`src/rtl/uart_tx.sv`:
```
// UART transmitter: byte FIFO feeding an 8N1 serialiser; one bit lasts 4*CLK_DIV clk cycles.
// Optional feature: define UART_TX_PARITY_EN to insert an even parity bit before the stop bit.
module uart_tx #(
    parameter int CLK_DIV = 108,
    parameter int FIFO_AW = 3
) (
    input  logic               clk,
    input  logic               rst_n,
    input  logic               tvalid,
    output logic               tready,
    input  logic [7:0]         tdata,
    output logic               tx,
    output logic               busy,
    output logic [FIFO_AW:0]   fifo_count
);

    localparam int DEPTH = 1 << FIFO_AW;
    localparam int PW    = (CLK_DIV > 1) ? $clog2(CLK_DIV) : 1;

    typedef enum logic [2:0] {
        S_IDLE,
        S_START,
        S_DATA,
`ifdef UART_TX_PARITY_EN
        S_PARITY,
`endif
        S_STOP
    } state_t;

    logic [7:0]         mem_q [DEPTH];
    logic [FIFO_AW-1:0] wr_ptr_q, wr_ptr_d;
    logic [FIFO_AW-1:0] rd_ptr_q, rd_ptr_d;
    logic [FIFO_AW:0]   count_q, count_d;

    state_t             state_q;
    logic               tx_q;
    logic [7:0]         shift_q;
    logic [2:0]         bit_idx_q;
    logic [PW-1:0]      presc_q;
    logic [1:0]         quarter_q;
`ifdef UART_TX_PARITY_EN
    logic               parity_q;
`endif

    logic               push;
    logic               pop;
    logic               fifo_empty;
    logic               bit_tick;
    logic [7:0]         head;

    assign fifo_empty = (count_q == '0);
    assign tready     = (count_q != (FIFO_AW+1)'(DEPTH));
    assign push       = tvalid & tready;
    assign head       = mem_q[rd_ptr_q];
    assign bit_tick   = (presc_q == PW'(CLK_DIV - 1)) && (quarter_q == 2'd3);
    // The head is taken either straight from idle or at the end of a stop bit.
    assign pop        = !fifo_empty && ((state_q == S_IDLE) || ((state_q == S_STOP) && bit_tick));

    assign tx         = tx_q;
    assign busy       = (state_q != S_IDLE) || !fifo_empty;
    assign fifo_count = count_q;

    always_comb begin
        wr_ptr_d = wr_ptr_q;
        rd_ptr_d = rd_ptr_q;
        count_d  = count_q;
        if (push) wr_ptr_d = wr_ptr_q + FIFO_AW'(1);
        if (pop)  rd_ptr_d = rd_ptr_q + FIFO_AW'(1);
        count_d = count_q + {{FIFO_AW{1'b0}}, push} - {{FIFO_AW{1'b0}}, pop};
    end

    always_ff @(posedge clk) begin
        if (push) mem_q[wr_ptr_q] <= tdata;
    end

    always_ff @(posedge clk or negedge rst_n) begin
        if (!rst_n) begin
            wr_ptr_q <= '0;
            rd_ptr_q <= '0;
            count_q  <= '0;
        end else begin
            wr_ptr_q <= wr_ptr_d;
            rd_ptr_q <= rd_ptr_d;
            count_q  <= count_d;
        end
    end

    always_ff @(posedge clk or negedge rst_n) begin
        if (!rst_n) begin
            state_q   <= S_IDLE;
            tx_q      <= 1'b1;
            shift_q   <= '0;
            bit_idx_q <= '0;
            presc_q   <= '0;
            quarter_q <= '0;
`ifdef UART_TX_PARITY_EN
            parity_q  <= 1'b0;
`endif
        end else begin
            // Restarting the prescaler on every pop keeps each bit exactly 4*CLK_DIV long.
            if ((state_q == S_IDLE) || pop) begin
                presc_q   <= '0;
                quarter_q <= '0;
            end else if (presc_q == PW'(CLK_DIV - 1)) begin
                presc_q   <= '0;
                quarter_q <= quarter_q + 2'd1;
            end else begin
                presc_q   <= presc_q + PW'(1);
            end

            case (state_q)
                S_IDLE: begin
                    if (pop) begin
                        shift_q <= head;
`ifdef UART_TX_PARITY_EN
                        parity_q <= ^head;
`endif
                        tx_q    <= 1'b0;
                        state_q <= S_START;
                    end else begin
                        tx_q    <= 1'b1;
                    end
                end
                S_START: begin
                    if (bit_tick) begin
                        tx_q      <= shift_q[0];
                        bit_idx_q <= '0;
                        state_q   <= S_DATA;
                    end
                end
                S_DATA: begin
                    if (bit_tick) begin
                        if (bit_idx_q == 3'd7) begin
`ifdef UART_TX_PARITY_EN
                            tx_q    <= parity_q;
                            state_q <= S_PARITY;
`else
                            tx_q    <= 1'b1;
                            state_q <= S_STOP;
`endif
                        end else begin
                            shift_q   <= shift_q >> 1;
                            tx_q      <= shift_q[1];
                            bit_idx_q <= bit_idx_q + 3'd1;
                        end
                    end
                end
`ifdef UART_TX_PARITY_EN
                S_PARITY: begin
                    if (bit_tick) begin
                        tx_q    <= 1'b1;
                        state_q <= S_STOP;
                    end
                end
`endif
                S_STOP: begin
                    if (bit_tick) begin
                        if (pop) begin
                            shift_q <= head;
`ifdef UART_TX_PARITY_EN
                            parity_q <= ^head;
`endif
                            tx_q    <= 1'b0;
                            state_q <= S_START;
                        end else begin
                            tx_q    <= 1'b1;
                            state_q <= S_IDLE;
                        end
                    end
                end
                default: begin
                    tx_q    <= 1'b1;
                    state_q <= S_IDLE;
                end
            endcase
        end
    end

endmodule

```
`config.mk`:
```
export PLATFORM = sky130hd
export DESIGN_NAME = uart_tx
export DESIGN_NICKNAME = d
export VERILOG_FILES = /design/src/rtl/uart_tx.sv
export SDC_FILE = /design/constraint.sdc
export NUM_CORES = 1
export LEC_CHECK = 0
export CORE_ASPECT_RATIO = 0.8
export CORE_MARGIN = 2
export CORE_UTILIZATION = 45
export CTS_BUF_LIST = sky130_fd_sc_hd__clkbuf_8
export DETAILED_ROUTE_END_ITERATION = 10
export PLACE_DENSITY = 0.73
export RECOVER_POWER = 100
export SYNTH_ARGS = -nofsm -noshare
export SYNTH_HDL_FRONTEND = slang
export SYNTH_SLANG_ARGS = --single-unit
export TNS_END_PERCENT = 50
```
`constraint.sdc`:
```
create_clock -name clk -period 7 [get_ports clk]
set_clock_uncertainty 0.05 [all_clocks]
set_input_delay 1.05 -clock clk [delete_from_list [all_inputs] [get_ports clk]]
set_output_delay 1.05 -clock clk [all_outputs]
set_load 0.05 [all_outputs]
```
* After elaboration in Yosys (flattened, before gate mapping) *
Memories as Yosys holds them, arrays and structs flattened.
Cells that the tools add are included.

storage, ports and cells
  register bits after elaboration = 34
  RAM bits = 64
  input port bits = 11
  output and inout bits = 7
  word-level logic and storage cells = 76
  memories kept = 1

memories
  name   depth  width  rd ports  clocked after Yosys merged registers in  wr ports  line  RTL
  mem_q  8      8      1         0                                        1         30    logic [7:0] mem_q [DEPTH];

cells by class
  add/sub/neg operators = 7
  equality and inequality tests = 13
  muxes and demuxes = 28
  bitwise logic cells = 1
  reductions and logical operators = 17

operators with widths
  kind                                                                   number
  8-bit 2-to-1 mux                                                       4
  3-bit 2-to-1 mux                                                       8
  8-bit case mux with 3 select lines                                     1
  7-bit 2-to-1 mux                                                       2
  2-bit != test, second input constant                                   6
  3-bit case mux with 4 select lines                                     1
  3-bit by 1-bit adder with 3-bit output, second input constant          3
  1-bit 2-to-1 mux                                                       8
  4-bit AND reduction                                                    2
  7-bit by 1-bit adder with 7-bit output, second input constant          1
  7-bit equality test, second input constant                             1
  3-bit by 2-bit equality test with 1-bit output, second input constant  2
  3-bit case mux with 2 select lines                                     1
  3-bit nonzero test                                                     2
  5-bit AND reduction                                                    1
  4-bit by 1-bit adder with 4-bit output                                 1
  4-bit logical NOT                                                      1
  2-bit 2-to-1 mux                                                       2
  4-bit != test, second input constant                                   1
  1-bit case mux with 4 select lines                                     1
  2-bit nonzero test                                                     2
  4-bit by 1-bit subtractor with 4-bit output                            1
  3-bit by 1-bit equality test with 1-bit output, second input constant  1
  3-bit equality test, second input constant                             1
  8 further kinds                                                        12

* Longest topological paths before layout *
Gate-level depths: netlist of run 1.

  depth after elaboration = 8
  gate-level depth with buffers = 10
  gate-level depth less buffers = 9

* Worst setup path after synthesis of run 1 *
Ideal clock, no wire load.

  path kind = flip-flop to flip-flop
  start = register count_q[2], in the netlist fifo_count[2]
  end = memory mem_q[0][0], enable pin
  library setup time = 0.395 ns
  arrival time = 2.523 ns
  slack = 4.033 ns
  stages on the path, launching flop included = 6
  path buffers = 0
  period minus slack after synthesis = 2.967 ns
  cells stage by stage = dfrtp_1 inv_1 ha_1 nand2_1 nand2_1 nor4_1

between the ends
  word-level cells in the longest chain between the ends = 4

RTL lines
  element                                 line  RTL
  from (decl)                             33    logic [FIFO_AW:0] count_q, count_d;
  from (signal assigned)                  84    count_q <= count_d;
  4-bit != test                           52    assign tready = (count_q != (FIFO_AW+1)'(DEPTH));
  net tready                              10    output logic tready,
  1-bit AND                               53    assign push = tvalid & tready;
  1-bit 2-to-1 mux                        73    if (push) mem_q[wr_ptr_q] <= tdata;
  1-bit 2-to-1 mux (not written as such)  73
  to (decl)                               30

The timed path passes the listed nets, and every way through them passes these cells.

* Worst setup path after layout of run 1 *
  start = register count_q[2], in the netlist fifo_count[2]
  end = output port busy

between the ends
  word-level cells in the longest chain between the ends = 3

RTL lines
  element            line  RTL
  4-bit logical NOT  51    assign fifo_empty = (count_q == '0);
  1-bit logical NOT  60    assign busy = (state_q != S_IDLE) || !fifo_empty;
  1-bit logical OR   60
  to (decl)          13    output logic busy,

Every way passes these cells.

==> summary.md, run 1 <==
| Metric | Value |
|---|---|
| DR vias | `2180` |
| Reg-to-reg slack, setup | `4120 ps` |
| Total GRT Usage | `15.2%` |
| Crit path cell chain | `inv_1, ha_1, and2_1, nand2_1, dlygate4sd3_1` |
| Cell area after layout | `4640 sq um` |
| # port buffers | `17` |
| Crit start category | `register` |
| Worst hold stages | `1` |
| Post-cts repair resize count | `0` |
| Full die area | `10100 sq um` |
| Hpwl dp | `4.88 mm` |
| Worst-Margin Slew | `1800 ps` |
| Die width | `112 microns` |
| Post-synthesis instance total | `262` |
| Layout Nets | `310` |
| Fraction of layout cells with a size suffix above 1 | `13.9%` |
| Max-slew headroom at the worst pin | `-19.8%` |
| Initial DRT Pass Iterations | `4` |
| Post-CTS setup buffers | `0` |
| Avg Synthesized Cell Area | `16.1 sq um` |
| Register Area | `2750 sq um` |
| Antenna diode count | `0` |
| FFs w/ async S/R, synth | `34.0%` |
| H-tree Lvls | `3` |
| Final TNS setup | `0 ps` |
| RSZ-0062 raised after global routing | `no` |
| FF+latch count, synth | `97` |
| Top Ports | `18` |
| Starting Density | `46.4%` |
| Crit path DAT | `2150 ps` |
| Root Driver | `clkbuf_8` |
| Core Box Area | `9080 sq um` |
| Endpoint, Worst Hold | `presc_q[0]$_DFF_PN0_` |
| Antenna violations before repair | `0` |
| Clock latency on the worst-skew pair | `370 ps` |
| Adder-cell share of the synthesized area | `4.93%` |
| Clock Tree Buf Depth | `2` |
| First-pass GRT wire length | `11.7 mm` |
| Setup Viol. Count Final | `0` |
| DRT iter0 DRCs | `131` |
| Chip height | `90.5 microns` |
| Most frequent cells in the layout | `64 x edfxtp_1, 32 x dfrtp_1, 17 x nor2_1, 17 x dlygate4sd3_1` |
| TritonCTS clock tree | `done` |
| Final WL | `7.14 mm` |
| WS Path Type | `reg2out` |
| Clock-pin transition on the worst setup and hold timing paths | `90 ps` |
| Distinct cell type count after synthesis | `41` |
| Crit path largest cell delay | `870 ps` |
| Total grt overflow | `0` |
| IR drop worst, VDD | `0.000179 V` |
| Post-synth EDFFs | `64` |
| Crit-path slowest cell | `dlygate4sd3_1` |
| Ys flop type | `edfxtp_1` |
| CTS Sinks | `97` |
| # hold bufs at CTS | `0` |
| P per Cell Area | `279 nW/um^2` |
| Ys Warns | `0` |
| Tcrit/Tclk final | `46.4%` |
| Failing checks | `max-capacitance violations, max-slew violations` |
| Area Overhead vs Synth | `10.2%` |
| Multi-input logic area | `1380 sq um` |
| Vias in the first global route | `2236` |
| Hold Crit Class | `reg2reg` |
| Syn nets | `289` |
| Drc violations | `0` |
| Synth Area in XOR/XNOR | `2.50%` |
| WL/cell | `17.7 microns` |
| Min-delay src | `presc_q[0]$_DFF_PN0_` |
| Mux share of post-synthesis cell area | `12.9%` |
| CTS Buf Count | `9` |
| Reg2Reg Depth | `9` |
| CP Capture Type | `output port` |
| Max-Cap Viols | `2` |
| Leak pwr | `1.71 nW` |
| Slew Viols, Final | `43` |
| Largest family of logic cells by synthesized area | `multiplexers` |
| Fillers | `767` |
| Status | `complete, but fails checks` |
| Leading cell type in the layout, fill and taps excluded | `edfxtp_1` |
| Required time of the critical path | `5900 ps` |
| Largest net degree at the start of global routing | `34` |
| Final ANT Viol Nets | `0` |
| Compound-Gate Fraction of Synth Area | `4.88%` |
| Crit path max fanout | `4` |
| Synth Cell Area | `4210 sq um` |
| Gpl congestion | `0.746` |
| Std-Cell Rows | `31` |
| F_max | `308 MHz` |
| Seq/Total Area, Yosys | `65.3%` |
| Final min period | `3250 ps` |
| Final hold vios | `0` |
| Vias per std cell | `5.41` |
| Worst flop-to-flop path startpoint | `presc_q[0]$_DFF_PN0_` |
| Reg-to-Reg End | `fifo_count[3]$_DFF_PN0_` |
| Simple-Gate Fraction of Synth Area | `7.82%` |
| DP Area | `4490 sq um` |
-- registers in the layout (all words and copies together), names as in the netlist --
signal and flops:
tx 1, fifo_count 4, wr_ptr_q 3, mem_q 64, shift_q 8, state_q 2, bit_idx_q 3, quarter_q 2
presc_q 7, rd_ptr_q 3
-- worst max path at each step --
| stage | start | endpoint | slack (ps) | cells past startpoint |
|---|---|---|---|---|
| 4_1_cts | fifo_count[2]$_DFF_PN0_ | busy | 3770 | 5 |
| 2_1_floorplan | fifo_count[2]$_DFF_PN0_ | mem_q[0][0]$_DFFE_PP_ | 4030 | 5 |
| 3_3_place_gp | tvalid | mem_q[2][3]$_DFFE_PP_ | 3860 | 3 |
| 5_1_grt | fifo_count[2]$_DFF_PN0_ | busy | 3610 | 5 |
| 3_5_place_dp | tvalid | mem_q[1][5]$_DFFE_PP_ | 3750 | 3 |
| 6_report | fifo_count[2]$_DFF_PN0_ | busy | 3750 | 5 |
-- Yosys cell counts, types with 2 or more instances --
| cell | n | area (sq um) |
|---|---|---|
| nand2b_1 | 4 | 25.0 |
| buf_2 | 2 | 10.0 |
| nor2_1 | 17 | 63.8 |
| nor3_1 | 6 | 30.0 |
| and3_1 | 5 | 31.3 |
| mux2_4 | 2 | 30.0 |
| or2_2 | 2 | 12.5 |
| clkbuf_1 | 3 | 11.3 |
| a21o_1 | 2 | 15.0 |
| a221o_1 | 5 | 50.1 |
| a21oi_1 | 5 | 25.0 |
| mux2_2 | 7 | 78.8 |
| xnor2_1 | 6 | 52.6 |
| edfxtp_1 | 64 | 1920 |
| nor2b_1 | 2 | 12.5 |
| buf_6 | 2 | 22.5 |
| dfrtp_1 | 32 | 801 |
| ha_1 | 15 | 188 |
| nand3_1 | 6 | 30.0 |
| mux4_2 | 15 | 338 |
| and2_1 | 2 | 12.5 |
| mux2i_1 | 7 | 70.1 |
| inv_1 | 6 | 22.5 |
| a22o_1 | 4 | 35.0 |
| nand2_1 | 14 | 52.6 |
| xor2_1 | 6 | 52.6 |
| o21ai_0 | 6 | 30.0 |
| a211o_1 | 2 | 17.5 |
-- critical path, delay by kind of cell (launching register included) --
family | cells | cell delay [ps]
flip-flops | 1 | 360
AND/OR/NAND/NOR | 2 | 270
adder cells (fa/ha/maj) | 1 | 190
buffers and inverters | 2 | 950
-- stage by stage --
stage                     hold WS, ps  setup slack (ps)  cells  power, mW  utilization (%)
after floorplan                   375              4030    262      0.901                -
after global placement            392              3860    387      0.980             49.5
after detailed placement          405              3750    387      0.995             49.5
after CTS                         417              3770    403       1.32             51.3
after global routing              440              3610    403       1.36             51.1
final                             407              3750    403       1.29             51.1
-- logic make-up after synthesis --
group | Yosys count
multiplexers | 32
AND/OR/NAND/NOR | 63
AO/OA/AOI/OAI | 28
XOR/XNOR | 12
flip-flops | 97
buffers and inverters | 14
adder cells (fa/ha/maj) | 16
-- where the power goes --
group / leakage (nW) / switching, mW / internal (mW) / total, mW
logic: 0.636 / 0.153 / 0.0867 / 0.240
registers: 0.983 / 0.0362 / 0.693 / 0.730
clock network: 0.0926 / 0.193 / 0.129 / 0.323
-- per-layer routing --
metal | part of all wire (%) | vias up | track usage [%]
li1 | - | 1037 | -
met2 | 47 | 28 | 22.8
met4 | 1.4 | 0 | 5.08
met3 | 4.3 | 8 | 5.37
met1 | 47 | 1107 | 20.9
met5 | 0 | - | 0
-- final cells by class --
type	instances	share of cell area, %
Inverter	6	0.486
Sequential cell	97	59.3
Multi-Input combinational cell	151	29.7
Tap cell	115	3.10
Clock inverter	7	0.998
Clock buffer	9	2.67
Timing Repair Buffer	18	3.75
(Power assumes the default switching activity.)
==> run 2: changes to the inputs <==
- clock period: 7 -> 3.1 ns (I/O delays scaled with it)
==> summary.md, run 2 (synthesized netlist as in run 1, its figures left out) <==
| Metric | Value |
|---|---|
| Std-Cell Rows | `31` |
| Core Box Area | `9080 sq um` |
| F_max | `364 MHz` |
| Crit path largest cell delay | `850 ps` |
| Min-delay src | `presc_q[0]$_DFF_PN0_` |
| Max-slew headroom at the worst pin | `-20.1%` |
| Required time of the critical path | `3290 ps` |
| H-tree Lvls | `3` |
| Area Overhead vs Synth | `11.2%` |
| Setup Viol. Count Final | `0` |
| Vias in the first global route | `2240` |
| Worst flop-to-flop path startpoint | `presc_q[0]$_DFF_PN0_` |
| Most flops, register | `mem_q` |
| Clock latency on the worst-skew pair | `360 ps` |
| Biggest registers after layout | `mem_q (64), shift_q (8), presc_q (7)` |
| Most frequent cells in the layout | `64 x edfxtp_1, 32 x dfrtp_1, 17 x nor2_1` |
| Starting Density | `46.4%` |
| WL/cell | `16.8 microns` |
| Vias per std cell | `5.39` |
| Cell area after layout | `4680 sq um` |
| DRT iter0 DRCs | `145` |
| Final min period | `2740 ps` |
| Antenna violations before repair | `0` |
| Fraction of layout cells with a size suffix above 1 | `14.1%` |
| TritonCTS clock tree | `done` |
| Antenna diode count | `0` |
| DP Area | `4560 sq um` |
| Final WL | `6.96 mm` |
| P per Cell Area | `626 nW/um^2` |
| Reg-to-Reg End | `shift_q[7]$_DFFE_PN0P_` |
| Leak pwr | `1.74 nW` |
| Hold Crit Class | `reg2reg` |
| Initial DRT Pass Iterations | `4` |
| Die width | `112 microns` |
| Layout Nets | `320` |
| Share of total power in the clock network | `25.2%` |
| Failing checks | `max-capacitance violations, max-slew violations` |
| RSZ-0062 raised after global routing | `no` |
| Crit path DAT | `2940 ps` |
| Leading cell type in the layout, fill and taps excluded | `edfxtp_1` |
| Crit path max fanout | `8` |
| CTS Sinks | `97` |
| Switching Power | `862 uW` |
| # hold bufs at CTS | `0` |
| Full die area | `10100 sq um` |
| Combinational fraction of design power | `18.8%` |
| DR vias | `2225` |
| Endpoint, Worst Hold | `presc_q[0]$_DFF_PN0_` |
| Hpwl dp | `4.79 mm` |
| Final hold vios | `0` |
| Crit-path slowest cell | `nor4b_1` |
| Max-Cap Viols | `1` |
| Total GRT Usage | `14.8%` |
| Top Ports | `18` |
| Clock Tree Buf Depth | `2` |
| Largest net degree at the start of global routing | `34` |
| Drc violations | `0` |
| CP Capture Type | `register` |
| Internal Power | `2.07 mW` |
| Root Driver | `clkbuf_8` |
| Total grt overflow | `0` |
| Crit path cell chain | `ha_1, and3_1, nand2_1, nor4b_1, nor2b_1, mux2_1` |
| Status | `complete, but fails checks` |
| Post-cts repair resize count | `0` |
| Post-CTS setup buffers | `0` |
| Sequential power share | `56.0%` |
| Tcrit/Tclk final | `88.5%` |
| Gpl congestion | `0.783` |
| Crit start category | `register` |
| WS Path Type | `reg2reg` |
| IR drop worst, VDD | `0.000413 V` |
| Total power | `2.93 mW` |
| Largest register FFs | `64` |
| Reg2Reg Depth | `6` |
| CTS Buf Count | `9` |
| Reg-to-reg slack, setup | `360 ps` |
| Final ANT Viol Nets | `0` |
| Chip height | `90.5 microns` |
| Clock-pin transition on the worst setup and hold timing paths | `90 ps` |
| Worst-Margin Slew | `1800 ps` |
| Net Sw Frac | `29.4%` |
| Final Core Density | `51.6%` |
| Slew Viols, Final | `34` |
| First-pass GRT wire length | `11.5 mm` |
| Worst hold stages | `1` |
| # port buffers | `17` |
| Final TNS setup | `0 ps` |
run 2: power by group through the flow:
stage | registers, mW | logic (mW) | clock network, mW
global placement | 1.67 | 0.580 | 0
global route | 1.66 | 0.613 | 0.820
detailed placement | 1.67 | 0.595 | 0
CTS | 1.64 | 0.595 | 0.761
finish | 1.64 | 0.551 | 0.737
floorplan | 1.75 | 0.289 | 0
run 2: metal layers:
metal	wire length, microns	global-route usage, %	vias to the layer above
met3	221	4.30	5
met1	3340	20.2	1127
li1	-	-	1060
met2	3330	23.6	33
met5	0	0	-
met4	59	3.96	0
run 2: layout make-up:
| type | instances | area, sq um |
|---|---|---|
| clock buffer | 9 | 124 |
| clock inverter | 7 | 53.8 |
| fill | 765 | 4400 |
| inverter | 6 | 22.5 |
| multi-input combinational | 151 | 1370 |
| sequential | 97 | 2750 |
| tap | 115 | 144 |
| timing repair buffer | 28 | 219 |
run 2: how the worst max path moves through the flow:
stage	startpoint	endpoint	slack, ps	cells past startpoint
after global placement	presc_q[0]$_DFF_PN0_	fifo_count[3]$_DFF_PN0_	690	9
after CTS	fifo_count[2]$_DFF_PN0_	busy	460	5
final	presc_q[0]$_DFF_PN0_	shift_q[7]$_DFFE_PN0P_	360	6
after detailed placement	state_q[0]$_DFFE_PN0P_	fifo_count[3]$_DFF_PN0_	580	9
after global routing	presc_q[0]$_DFF_PN0_	shift_q[7]$_DFFE_PN0P_	180	6
after floorplan	fifo_count[2]$_DFF_PN0_	mem_q[0][0]$_DFFE_PP_	130	5
run 2: per-stage QoR:
step	setup WS, ps	cells	hold slack, ps
detailed placement	581	397	397
floorplan	133	262	119
global placement	689	397	387
global route	180	413	419
CTS	458	413	409
finish	355	413	408
run 2: worst max-delay path: cells and delay by family (launching register included):
kind / cells / cell delay (ps)
DFF: 1 / 370
muxes: 1 / 400
adders and majority gates: 1 / 230
and+or+nand+nor: 4 / 1580
==> run 3: changes to the inputs <==
- CORE_MARGIN: 2 -> 1.5
==> summary.md, run 3 (synthesized netlist as in run 1, its figures left out) <==
| Metric | Value |
|---|---|
| Antenna violations before repair | `0` |
| Full die area | `9950 sq um` |
| Reg-to-reg slack, setup | `390 ps` |
| Final TNS setup | `0 ps` |
| Post-CTS setup buffers | `0` |
| Area Overhead vs Synth | `11.8%` |
| Final hold vios | `0` |
| Die width | `111 microns` |
| Cell Count, Final, Fillers Out | `414` |
| Biggest registers after layout | `mem_q (64), shift_q (8), presc_q (7)` |
| CTS Sinks | `97` |
| Reg2Reg Depth | `6` |
| Total GRT Usage | `15.6%` |
| Crit path cell chain | `clkbuf_1, clkbuf_2, mux4_2, mux2i_1, nor2_1, a221o_1` |
| Setup Viol. Count Final | `0` |
| Leading cell type in the layout, fill and taps excluded | `edfxtp_1` |
| Worst hold stages | `1` |
| Combinational fraction of design power | `18.7%` |
| Core Box Area | `9080 sq um` |
| # port buffers | `17` |
| Sequential power share | `55.4%` |
| Vias per std cell | `5.39` |
| Crit-path slowest cell | `dfrtp_1` |
| Clock Tree Buf Depth | `2` |
| Clock-pin transition on the worst setup and hold timing paths | `90 ps` |
| Required time of the critical path | `3300 ps` |
| Drc violations | `0` |
| Tcrit/Tclk final | `87.4%` |
| IR drop worst, VDD | `0.000371 V` |
| H-tree Lvls | `3` |
| Starting Density | `46.4%` |
| Fraction of layout cells with a size suffix above 1 | `15.7%` |
| Crit path DAT | `2910 ps` |
| Internal Power | `2.08 mW` |
| P per Cell Area | `630 nW/um^2` |
| Cell area after layout | `4710 sq um` |
| Net Sw Frac | `30.0%` |
| TritonCTS clock tree | `done` |
| Switching Power | `889 uW` |
| RSZ-0062 raised after global routing | `no` |
| First-pass GRT wire length | `11.5 mm` |
| Worst-Margin Slew | `1780 ps` |
| Largest net degree at the start of global routing | `34` |
| Crit path max fanout | `8` |
| Final WL | `6.91 mm` |
| DR vias | `2231` |
| Hold Crit Class | `reg2reg` |
| DRT iter0 DRCs | `119` |
| CP Capture Type | `register` |
| Count of buffer and inverter cells on the critical path | `2` |
| Final min period | `2710 ps` |
| Max-Cap Viols | `1` |
| Failing checks | `max-capacitance violations, max-slew violations` |
| Fillers | `750` |
| Slew Viols, Final | `34` |
| Std-Cell Rows | `31` |
| CTS Buf Count | `9` |
| Largest register FFs | `64` |
| Gpl congestion | `0.752` |
| Share of total power in the clock network | `25.9%` |
| Total grt overflow | `0` |
| Post-cts repair resize count | `0` |
| Top Ports | `18` |
| F_max | `369 MHz` |
| Root Driver | `clkbuf_8` |
| Chip height | `89.5 microns` |
| Final ANT Viol Nets | `0` |
| Clock latency on the worst-skew pair | `360 ps` |
| Most frequent cells in the layout | `64 x edfxtp_1, 32 x dfrtp_1, 17 x nor2_1` |
| Antenna diode count | `0` |
| Endpoint, Worst Hold | `presc_q[0]$_DFF_PN0_` |
| CP delay by family, top | `buffers and inverters` |
| Min-delay src | `presc_q[0]$_DFF_PN0_` |
| Layout Nets | `321` |
| Initial DRT Pass Iterations | `4` |
| Max-slew headroom at the worst pin | `-18.7%` |
| Leak pwr | `1.74 nW` |
| Crit path largest cell delay | `580 ps` |
| # hold bufs at CTS | `0` |
| Dpl cells | `398` |
| Status | `complete, but fails checks` |
| Most flops, register | `mem_q` |
| Hpwl dp | `4.75 mm` |
| WL/cell | `16.7 microns` |
| Vias in the first global route | `2235` |
| DP Area | `4570 sq um` |
| Total power | `2.97 mW` |
| Final Core Density | `51.9%` |
| Crit start category | `register` |
| Reg-to-Reg End | `shift_q[5]$_DFFE_PN0P_` |
| Worst flop-to-flop path startpoint | `rd_ptr_q[0]$_DFFE_PN0P_` |
| WS Path Type | `reg2reg` |
## run 3: area by class of cell
class | count | area, sq um | share of cell area, %
Timing Repair Buffer | 29 | 220 | 4.68
Sequential cell | 97 | 2750 | 58.4
Inverter | 6 | 22.5 | 0.478
Multi-Input combinational cell | 151 | 1390 | 29.5
Tap cell | 115 | 144 | 3.06
Clock inverter | 7 | 58.8 | 1.25
Clock buffer | 9 | 124 | 2.63
## run 3: worst max-delay path by stage
stage	startpoint	endpoint	slack, ps	cells after the start
2_1_floorplan	fifo_count[2]$_DFF_PN0_	mem_q[0][0]$_DFFE_PP_	130	5
3_3_place_gp	presc_q[0]$_DFF_PN0_	fifo_count[3]$_DFF_PN0_	690	9
3_5_place_dp	state_q[0]$_DFFE_PN0P_	fifo_count[3]$_DFF_PN0_	610	9
4_1_cts	fifo_count[2]$_DFF_PN0_	busy	440	5
5_1_grt	rd_ptr_q[0]$_DFFE_PN0P_	shift_q[5]$_DFFE_PN0P_	190	6
6_report	rd_ptr_q[0]$_DFFE_PN0P_	shift_q[5]$_DFFE_PN0P_	390	6
## run 3: worst reg2reg max path: stages (launching register included)
cell      delay [ps]
dfrtp_1          580
clkbuf_1         540
clkbuf_2         330
mux4_2           520
mux2i_1          250
nor2_1            70
a221o_1          260
## run 3: through the flow
step	hold slack (ps)	setup WS [ps]
3_3_place_gp	388	694
2_1_floorplan	119	133
6_report	414	390
3_5_place_dp	402	610
4_1_cts	416	442
5_1_grt	446	188
## run 3: per-layer routing
metal | vias up | track usage [%] | share of wire, %
li1 | 1068 | - | -
met1 | 1132 | 20.0 | 48
met2 | 22 | 26.3 | 48
met3 | 9 | 4.14 | 2.4
met4 | 0 | 5.64 | 1.4
met5 | - | 0 | 0
## run 3: power by group through the flow
| stage | clock network, mW | registers (mW) | logic, mW |
|---|---|---|---|
| floorplan | 0 | 1.75 | 0.289 |
| global placement | 0 | 1.67 | 0.581 |
| detailed placement | 0 | 1.67 | 0.596 |
| CTS | 0.785 | 1.64 | 0.596 |
| global route | 0.842 | 1.66 | 0.607 |
| finish | 0.768 | 1.64 | 0.554 |
